===== src/rtl/alu_pkg.sv =====
// Shared types for the ALU result stage: opcode encoding, flag bit positions and
// the transaction record held in the output FIFO.
package alu_pkg;

  typedef enum logic [2:0] {
    OP_ADD = 3'b000,
    OP_MUL = 3'b001,
    OP_SUB = 3'b010,
    OP_AND = 3'b011,
    OP_OR  = 3'b100,
    OP_XOR = 3'b101,
    OP_NOT = 3'b110,
    OP_ILL = 3'b111
  } alu_op_e;

  // Flags are packed as {Z,N,C,V}
  localparam int FLG_V = 0;
  localparam int FLG_C = 1;
  localparam int FLG_N = 2;
  localparam int FLG_Z = 3;

  typedef struct packed {
    alu_op_e     opcode;
    logic [15:0] result;
    logic [3:0]  flags;
  } alu_txn_t;

endpackage


===== src/rtl/alu_flag_gen.sv =====
// Combinational Z/N/C/V derivation for one ALU transaction, plus the
// unsigned-overflow event (arithmetic op with C set).
module alu_flag_gen
  import alu_pkg::*;
(
  input  logic [2:0]  opcode,
  input  logic [15:0] a,
  input  logic [15:0] b,
  input  logic [15:0] result,
  output logic [3:0]  flags,
  output logic        ovf_event
);

  logic c;
  logic v;
  logic arith;

  always_comb begin
    c     = 1'b0;
    v     = 1'b0;
    arith = 1'b0;
    case (alu_op_e'(opcode))
      OP_ADD: begin
        arith = 1'b1;
        c     = (17'(a) + 17'(b)) > 17'h0FFFF;
        v     = (a[15] == b[15]) && (result[15] != a[15]);
      end
      OP_SUB: begin
        arith = 1'b1;
        c     = a < b;
        v     = (a[15] != b[15]) && (result[15] != a[15]);
      end
      OP_MUL: begin
        arith = 1'b1;
        c     = (32'(a) * 32'(b)) > 32'h0000FFFF;
        v     = c;
      end
      default: begin
        c = 1'b0;
        v = 1'b0;
      end
    endcase
  end

  always_comb begin
    flags        = '0;
    flags[FLG_Z] = (result == 16'h0000);
    flags[FLG_N] = result[15];
    flags[FLG_C] = c;
    flags[FLG_V] = v;
  end

  assign ovf_event = arith & c;

endmodule


===== src/rtl/alu_result_stage.sv =====
// Captures ALU transactions with derived flags into a small FIFO for writeback,
// and tracks unsigned-overflow events in a sticky bit and saturating counter.
module alu_result_stage
  import alu_pkg::*;
#(
  parameter int DEPTH = 4,
  parameter int CNT_W = 8
) (
  input  logic             clk,
  input  logic             rst,
  input  logic             in_valid,
  output logic             in_ready,
  input  logic [2:0]       in_opcode,
  input  logic [15:0]      in_a,
  input  logic [15:0]      in_b,
  input  logic [15:0]      in_result,
  output logic             out_valid,
  input  logic             out_ready,
  output logic [2:0]       out_opcode,
  output logic [15:0]      out_result,
  output logic [3:0]       out_flags,
  output logic             err_illegal,
  output logic             ovf_sticky,
  output logic [CNT_W-1:0] ovf_count,
  input  logic             clear_ovf
);

  localparam int PTR_W = $clog2(DEPTH);
  localparam logic [PTR_W:0] FULL_CNT = (PTR_W+1)'(DEPTH);

  alu_txn_t         mem [DEPTH];
  logic [PTR_W-1:0] wr_ptr;
  logic [PTR_W-1:0] rd_ptr;
  logic [PTR_W:0]   count;

  logic [3:0] flags;
  logic       ovf_event;
  logic       push;
  logic       enq;
  logic       pop;
  logic       illegal;
  alu_txn_t   head;

  alu_flag_gen u_flag_gen (
    .opcode    (in_opcode),
    .a         (in_a),
    .b         (in_b),
    .result    (in_result),
    .flags     (flags),
    .ovf_event (ovf_event)
  );

  assign in_ready  = (count != FULL_CNT);
  assign out_valid = (count != '0);
  assign push      = in_valid & in_ready;
  assign illegal   = (in_opcode == OP_ILL);
  // Illegal opcodes complete the handshake but never occupy a slot
  assign enq       = push & ~illegal;
  assign pop       = out_valid & out_ready;

  always_ff @(posedge clk) begin
    if (enq) begin
      mem[wr_ptr] <= '{opcode: alu_op_e'(in_opcode), result: in_result, flags: flags};
    end
  end

  always_ff @(posedge clk) begin
    if (rst) begin
      wr_ptr <= '0;
      rd_ptr <= '0;
      count  <= '0;
    end else begin
      if (enq) wr_ptr <= wr_ptr + 1'b1;
      if (pop) rd_ptr <= rd_ptr + 1'b1;
      case ({enq, pop})
        2'b10:   count <= count + 1'b1;
        2'b01:   count <= count - 1'b1;
        default: count <= count;
      endcase
    end
  end

  always_ff @(posedge clk) begin
    if (rst) begin
      err_illegal <= 1'b0;
      ovf_sticky  <= 1'b0;
      ovf_count   <= '0;
    end else begin
      err_illegal <= push & illegal;
      // Clearing wins over a same-cycle event; that event is deliberately lost
      if (clear_ovf) begin
        ovf_sticky <= 1'b0;
        ovf_count  <= '0;
      end else if (push && ovf_event) begin
        ovf_sticky <= 1'b1;
        if (ovf_count != '1) ovf_count <= ovf_count + 1'b1;
      end
    end
  end

  assign head       = mem[rd_ptr];
  assign out_opcode = out_valid ? head.opcode : 3'b000;
  assign out_result = out_valid ? head.result : 16'h0000;
  assign out_flags  = out_valid ? head.flags  : 4'b0000;

endmodule


===== config.mk =====
export PLATFORM = sky130hd
export DESIGN_NAME = alu_result_stage
export DESIGN_NICKNAME = d
export VERILOG_FILES = /design/src/rtl/alu_pkg.sv /design/src/rtl/alu_flag_gen.sv /design/src/rtl/alu_result_stage.sv
export SDC_FILE = /design/constraint.sdc
export NUM_CORES = 1
export LEC_CHECK = 0
export ABC_AREA = 1
export BUFFER_PORTS_ARGS = -buffer_cell sky130_fd_sc_hd__buf_2
export CAP_MARGIN = 20
export CORE_ASPECT_RATIO = 0.7
export CORE_MARGIN = 3
export CORE_UTILIZATION = 30
export DETAILED_ROUTE_END_ITERATION = 10
export PLACE_DENSITY = 0.52
export SLEW_MARGIN = 25
export SYNTH_ARGS = -nofsm -noshare
export SYNTH_HDL_FRONTEND = slang
export SYNTH_SLANG_ARGS = --single-unit

===== constraint.sdc =====
create_clock -name clk -period 8.45 [get_ports clk]
set_input_delay 0.4225 -clock clk [delete_from_list [all_inputs] [get_ports clk]]
set_output_delay 0.4225 -clock clk [all_outputs]
set_load 0.1 [all_outputs]

==> summary.md, run 1 <==
| Metric | Value |
|---|---|
| Unique masters post-synth | 36 |
| Initial antenna violation count | 0 |
| Commonest non-fill, non-tap cells in the layout | inv_1, nand2_1, fa_1, nor2_1, ha_1 |
| GRT Total Usage | between 10% and 20% |
| Worst path required time | a little under 9000 ps |
| Routed vias | 11195 |
| Register Area | a little over 3000 um2 |
| Ports | 91 |
| Largest net degree at the start of global routing | 46 |
| Synth Flop Type | edfxtp_1 |
| Multi-input gate area | approximately 9400 um2 |
| Hold Path Depth | 1 |
| DIE WIDTH | 268.9 um |
| Multiplexer share of the synthesized area | 0% |
| Final HPWL from detailed placement | about 30000 um |
| Critical R2R Launch | count[0] |
| Crit path arrival time | 6590 ps |
| Final Non-Filler Cells | between 2000 and 3000 |
| Slew Limit Fails | 0 |
| N_diodes | 0 |
| Drt initial violations | 777 |
| Initial Util | 30.79% |
| Cts repair resizes | 0 |
| Fmax | 0.1583 GHz |
| Core area | 47150 um2 |
| CP max stage delay | 580 ps |
| Fill cells | 5042 |
| Most frequent CP cell | nand2_1 |
| Post-synthesis xor/xnor area fraction | 0.7843% |
| Mapped Cells | 1855 |
| DP Cell Count | 2527 |
| Post-synthesis register bit count | 107 |
| Mapped Nets | 2249 |
| Core Util, Final | 33.64% |
| ANT nets after route | 0 |
| Port-buffer cells | 90 |
| Endpoints failing hold | 0 |
| Most common cell after layout, fill and taps aside | inv_1 |
| Die ar. | 51110 um2 |
| Wire length per cell | 15.22 um |
| First-pass GRT wire length | 63900 um |
| Synthesis-to-finish area growth | 9.265% |
| RSZ-0062 raised after global routing | no |
| Status | completed |
| CP startpoint | in_b[7] |
| Routed Wire Length | between 30000 and 40000 um |
| CP startpoint kind | input pin |
| Compound-cell area share of the yosys netlist | under 10% |
| Class of the worst hold path | in -> reg |
| TritonCTS clock tree | done |
| Syn_area_per_cell | 7.826 um2 |
| Yosys warns | 0 |
| Final #Nets | approximately 2300 |
| Mapped Area | 14520 um2 |
| Slowest CP cell | fa_1 |
| Longest Clk Path Bufs | 2 |
| Adder-Cell Fraction of Synth Area | 39.27% |
| Max FO, Critical Path | 17 |
| Setup Fix Bufs, Post-CTS | 0 |
| Largest family of logic cells by synthesized area | adder cells |
| Vias per cell | ~4.4 |
| Worst-path clk slew | 70 ps |
| H-Tree Depth | 3 |
| Hold_buf cts | 0 |
| Final setup TNS | 0 ps |
| Total gr overflow | 0 |
| Hold Startpoint | in_result[8] |
| Drt pass-1 iters | 5 |
| Worst skew pair latency | 350 ps |
| Layout cells sized above 1 | around 8% |
| Post-synth EDFFs | 88 |
| Post-Synth Simple-Gate Area | 19.81% |
| CTS root buf | clkbuf_16 |
| Seq/Total Area, Yosys | 20.82% |
| Critical path class | in -> reg |
| Final worst path period share | 74.76% |
| Drc violations | 0 |
| Vias in the first global route | 11542 |
| Final setup fails | 0 |
| Slew HR | a little over a third |
| Tmin final | about 6300 ps |
| Placer Congestion | ~0.88 |
| Path depth of the worst reg2reg path | 9 |
| Tightest Pin Transition | ~1000 ps |
| Post-synth ARST share | 0% |
| Max Cap Violations | 0 |
| CTS Buf Count | 9 |
| Die height | 190.1 um |
| Element type at the critical path end | flop |
| CTS Sinks | 107 |
| Worst clock skew | 4.897 ps |
| Rows | 66 |
[cell families (layout without fill, tap and decap cells)]
group / count (synthesis) / in the layout
xor+xnor: 13 / 13
buf+inv: 560 / 602
fa+ha+maj: 338 / 338
compound gates: 131 / 131
flops: 107 / 107
simple gates: 706 / 706
[through the flow]
| step | worst slack (ps) | area [um2] | hold slack (ps) |
|---|---|---|---|
| after floorplan | 2356 | 14520 | 456.8 |
| after global placement | 1875 | 15570 | 457.5 |
| after detailed placement | 1812 | 15570 | 471.0 |
| after CTS | 2159 | 15860 | 295.6 |
| after global routing | 1663 | 15860 | 293.9 |
| final | 2133 | 15860 | 307.9 |
[registers in the layout, indices dropped and copies added (netlist names), named ones only]
register	count
wr_ptr	2
count	3
rd_ptr	2
ovf_sticky	1
mem	88
ovf_count	8
err_illegal	1
[layer usage]
layer / up-vias / share of wire [%] / GRT usage [%]
met3: 19 / 5.0 / 2.185
met4: 0 / 0.85 / 1.626
met1: 5410 / 53 / 25.25
met5: - / 0 / 0
li1: 5548 / - / -
met2: 218 / 41 / 23.52
[layout make-up]
type | count | area share, %
clock buffers | 9 | 1.420
clock inverters | 7 | 0.4259
inverters | 492 | 11.64
multi-input cells | 1188 | 59.33
flip-flops and latches | 107 | 19.06
well taps | 646 | 5.095
repair buffers | 94 | 3.029
[worst max-delay path, delay by kind of cell]
| kind | cells | cell delay [ps] |
|---|---|---|
| AO/OA/AOI/OAI | 1 | 130 |
| adder cells (fa/ha/maj) | 8 | 3670 |
| buffers and inverters | 8 | 790 |
| AND/OR/NAND/NOR | 16 | 1560 |
[cell usage after synthesis (5+ instances only)]
| master | count | area (um2) |
|---|---|---|
| inv_1 | 483 | 1813 |
| nand2_1 | 466 | 1749 |
| fa_1 | 196 | 3924 |
| nor2_1 | 146 | 548.0 |
| ha_1 | 142 | 1777 |
| edfxtp_1 | 88 | 2643 |
| a21oi_1 | 66 | 330.3 |
| clkbuf_1 | 65 | 244.0 |
| o21ai_0 | 53 | 265.3 |
| nand3_1 | 31 | 155.2 |
| dfxtp_1 | 19 | 380.4 |
| nand4_1 | 13 | 81.33 |
| nand2_2 | 10 | 62.56 |
| nor3_1 | 10 | 50.05 |
| inv_2 | 7 | 26.28 |
| xor2_1 | 7 | 61.31 |
| nor2_2 | 6 | 37.54 |
| nor4_1 | 6 | 37.54 |
| xnor2_1 | 6 | 52.55 |
| nand3b_1 | 5 | 37.54 |
[worst paths after layout]
kind	end	slack [ps]
setup / recovery	ovf_count[2]	2130
hold / removal	mem[1][12]	310
setup reg to reg	count[1]	5850
hold reg to reg	ovf_sticky	480
Power of run 1 is not shown: default switching activity piles up to over one toggle a cycle in this logic, so the estimate is an artifact.
==> run 2: changes to the inputs <==
ABC_AREA = 0   (was 1)
PLACE_DENSITY = 0.54   (was 0.52)
clock period = 5.7 ns   (was 8.45 ns; I/O delays follow)
==> summary.md, run 2 <==
| Metric | Value |
|---|---|
| Commonest non-fill, non-tap cells in the layout | inv_1, buf_4, fa_1, nand2_1, ha_1 |
| Longest Clk Path Bufs | 2 (unchanged) |
| Yosys warns | 0 (unchanged) |
| Tmin final | 6441 ps |
| Top cells by area, synth | fa_1, edfxtp_1, ha_1, inv_1, and2_1 |
| Seq/Total Area, Yosys | 22.12% (+1.3 points) |
| Mapped Area | 13670 um2 (-5.9%) |
| Max Cap Violations | 0 (unchanged) |
| CTS Sinks | 107 (unchanged) |
| Endpoints failing hold | 0 (unchanged) |
| H-Tree Depth | 3 (unchanged) |
| Mapped Nets | 1773 (-21%) |
| Tightest Pin Transition | 986.7 ps (+13.20 ps) |
| CTS Buf Count | 9 (unchanged) |
| Post-synth ARST share | 0% (unchanged) |
| Die ar. | 48190 um2 (-5.7%) |
| Vias per cell | 4.662 (+5.9%) |
| Largest reg by FF count | mem |
| RSZ-0062 raised after global routing | yes |
| Wire length per cell | 16.79 um (+10%) |
| Cell Area, Placed | 16310 um2 (+4.8%) |
| Core area | 44360 um2 (-5.9%) |
| Status | finished with violations |
| Final Worst Setup Slack | -740.5 ps (-2873 ps) |
| Vias in the first global route | 10924 (-5.4%) |
| Drc violations | 0 (unchanged) |
| Initial antenna violation count | 0 (unchanged) |
| GRT Total Usage | 16.00% (+0.084 points) |
| Ports | 91 (unchanged) |
| Final setup TNS | -11200 ps (-11200 ps) |
| Slew HR | 33.52% (-1.5 points) |
| Initial Util | 30.81% (about the same) |
| Post-synth EDFFs | 88 (unchanged) |
| Final #Nets | 2027 (-11%) |
| Routed Wire Length | 37470 um (-3.2%) |
| Drt initial violations | 547 (-30%) |
| TritonCTS clock tree | done |
| Worst path required time | 5800 ps (-2920 ps) |
| Biggest regs | mem: 88 flops, ovf_count: 8 flops, count: 3 flops |
| Most common cell after layout, fill and taps aside | inv_1 |
| Fill cells | 4373 (-13%) |
| DP Cell Count | 2191 (-13%) |
| Rows | 64 (-3.0%) |
| Failing checks | negative setup slack |
| Largest net degree at the start of global routing | 25 (-46%) |
| Total gr overflow | 0 (unchanged) |
| Core Util, Final | 39.35% (+5.7 points) |
| Top-count cell post-synth | inv_1 |
| Mapped Cells | 1379 (-26%) |
| Unique masters post-synth | 67 (+86%) |
| Hold_buf cts | 0 (unchanged) |
| Final Non-Filler Cells | 2232 (-12%) |
| CTS root buf | clkbuf_16 |
| Port-buffer cells | 90 (unchanged) |
| Max reg flops | 88 (unchanged) |
| Final worst path period share | 113.0% |
| Worst clock skew | 10.15 ps (+5.256 ps) |
| Fmax | between 0.15 and 0.2 GHz |
| Critical path class | in -> reg |
| Synth Flop Type | edfxtp_1 |
| Routed vias | 10405 (-7.1%) |
| Placer Congestion | 0.8844 (+0.58%) |
| Class of the worst hold path | in -> reg |
| ANT nets after route | 0 (unchanged) |
| N_diodes | 0 (unchanged) |
| Die height | 184.6 um (-2.9%) |
| Post-synthesis register bit count | 107 (unchanged) |
| Final HPWL from detailed placement | 31050 um (+3.7%) |
| Design Area, Final | 17460 um2 (+10%) |
| Max FO, Critical Path | 6 (-11) |
| Layout cells sized above 1 | 28.57% (+21 points) |
| Top post-synthesis cells by count | inv_1, fa_1, nand2_1, ha_1, and2_1 |
| Leading area contributor after synthesis | fa_1 |
| First-pass GRT wire length | 60360 um (-5.5%) |
| Worst-path clk slew | 80 ps (about the same) |
| DIE WIDTH | 261.1 um (-2.9%) |
| Top-area cell type share of the netlist area | 28.71% (+1.7 points) |
| Drt pass-1 iters | 5 (unchanged) |
| Synthesis-to-finish area growth | 27.73% |
| Worst skew pair latency | 350 ps (about the same) |
| Crit path arrival time | 6540 ps (-50 ps) |
| Slew Limit Fails | 0 (unchanged) |
| CP startpoint kind | input pin |
| Syn_area_per_cell | 9.911 um2 (+27%) |
| Element type at the critical path end | flop |
| Final setup fails | 17 (+17) |
run 2: logic make-up after synthesis:
logic type               Yosys count  share of synthesized area [%]
XOR/XNOR                          11                         0.7049
adder cells (fa/ha/maj)          338                          41.71
AO/OA/AOI/OAI                    143                          6.802
buffers and inverters            316                          8.798
flip-flops                       107                          22.12
multiplexers                      28                          4.083
AND/OR/NAND/NOR                  436                          15.78
run 2: worst max-delay path, cell delays in order:
cell	delay, ps
buf_4	150
buf_12	140
buf_4	170
ha_4	180
fa_1	480
fa_1	550
inv_1	60
fa_2	520
fa_1	550
inv_1	50
fa_1	490
ha_4	190
ha_4	260
a21o_1	180
buf_4	130
a31oi_2	160
buf_4	180
a2111oi_1	500
o22ai_2	160
or4_4	560
nor4_4	280
nor3b_2	90
o21ba_2	230
run 2: timing repair:
action	4_1_cts	5_1_grt
gates cloned	1	0
gates resized for setup	91	69
pin swaps	49	62
buffers inserted	16	9
endpoints found under the setup margin	17	17
run 2: layout make-up:
cell class              count  area, um2  share of cell area [%]
clock inverters             7      76.32                  0.4372
well taps                 594      743.2                   4.257
flip-flops and latches    107       3023                   17.32
inverters                 269       1010                   5.784
clock buffers               9      225.2                   1.290
multi-input cells         956      10170                   58.25
repair buffers            290       2211                   12.66
run 2: metal layers:
metal  part of all wire, %  vias to the layer above  GRT usage, %
met5                     0                        -             0
met4                  0.68                        0         1.462
met3                   6.6                       15         3.516
met2                    43                      235         24.29
met1                    49                     5222         24.19
li1                      -                     4933             -
run 2: stage by stage:
step                      worst slack (ps)  hold slack [ps]
final                               -740.5            166.2
after global routing                -944.5            160.4
after CTS                           -674.6            155.9
after detailed placement             -1329            484.6
after global placement               -1316            463.5
after floorplan                     -577.2            383.9
run 2: path summary, 6_finish.rpt:
check               startpoint  slack, ps  cells after the start          to
setup / recovery      in_a[11]       -740                     23   mem[0][0]
hold / removal    in_result[2]        170                      1   mem[2][6]
setup reg to reg      count[2]       3050                      8    count[2]
hold reg to reg     ovf_sticky        510                      2  ovf_sticky
Power of run 2 is left out for the same reason.
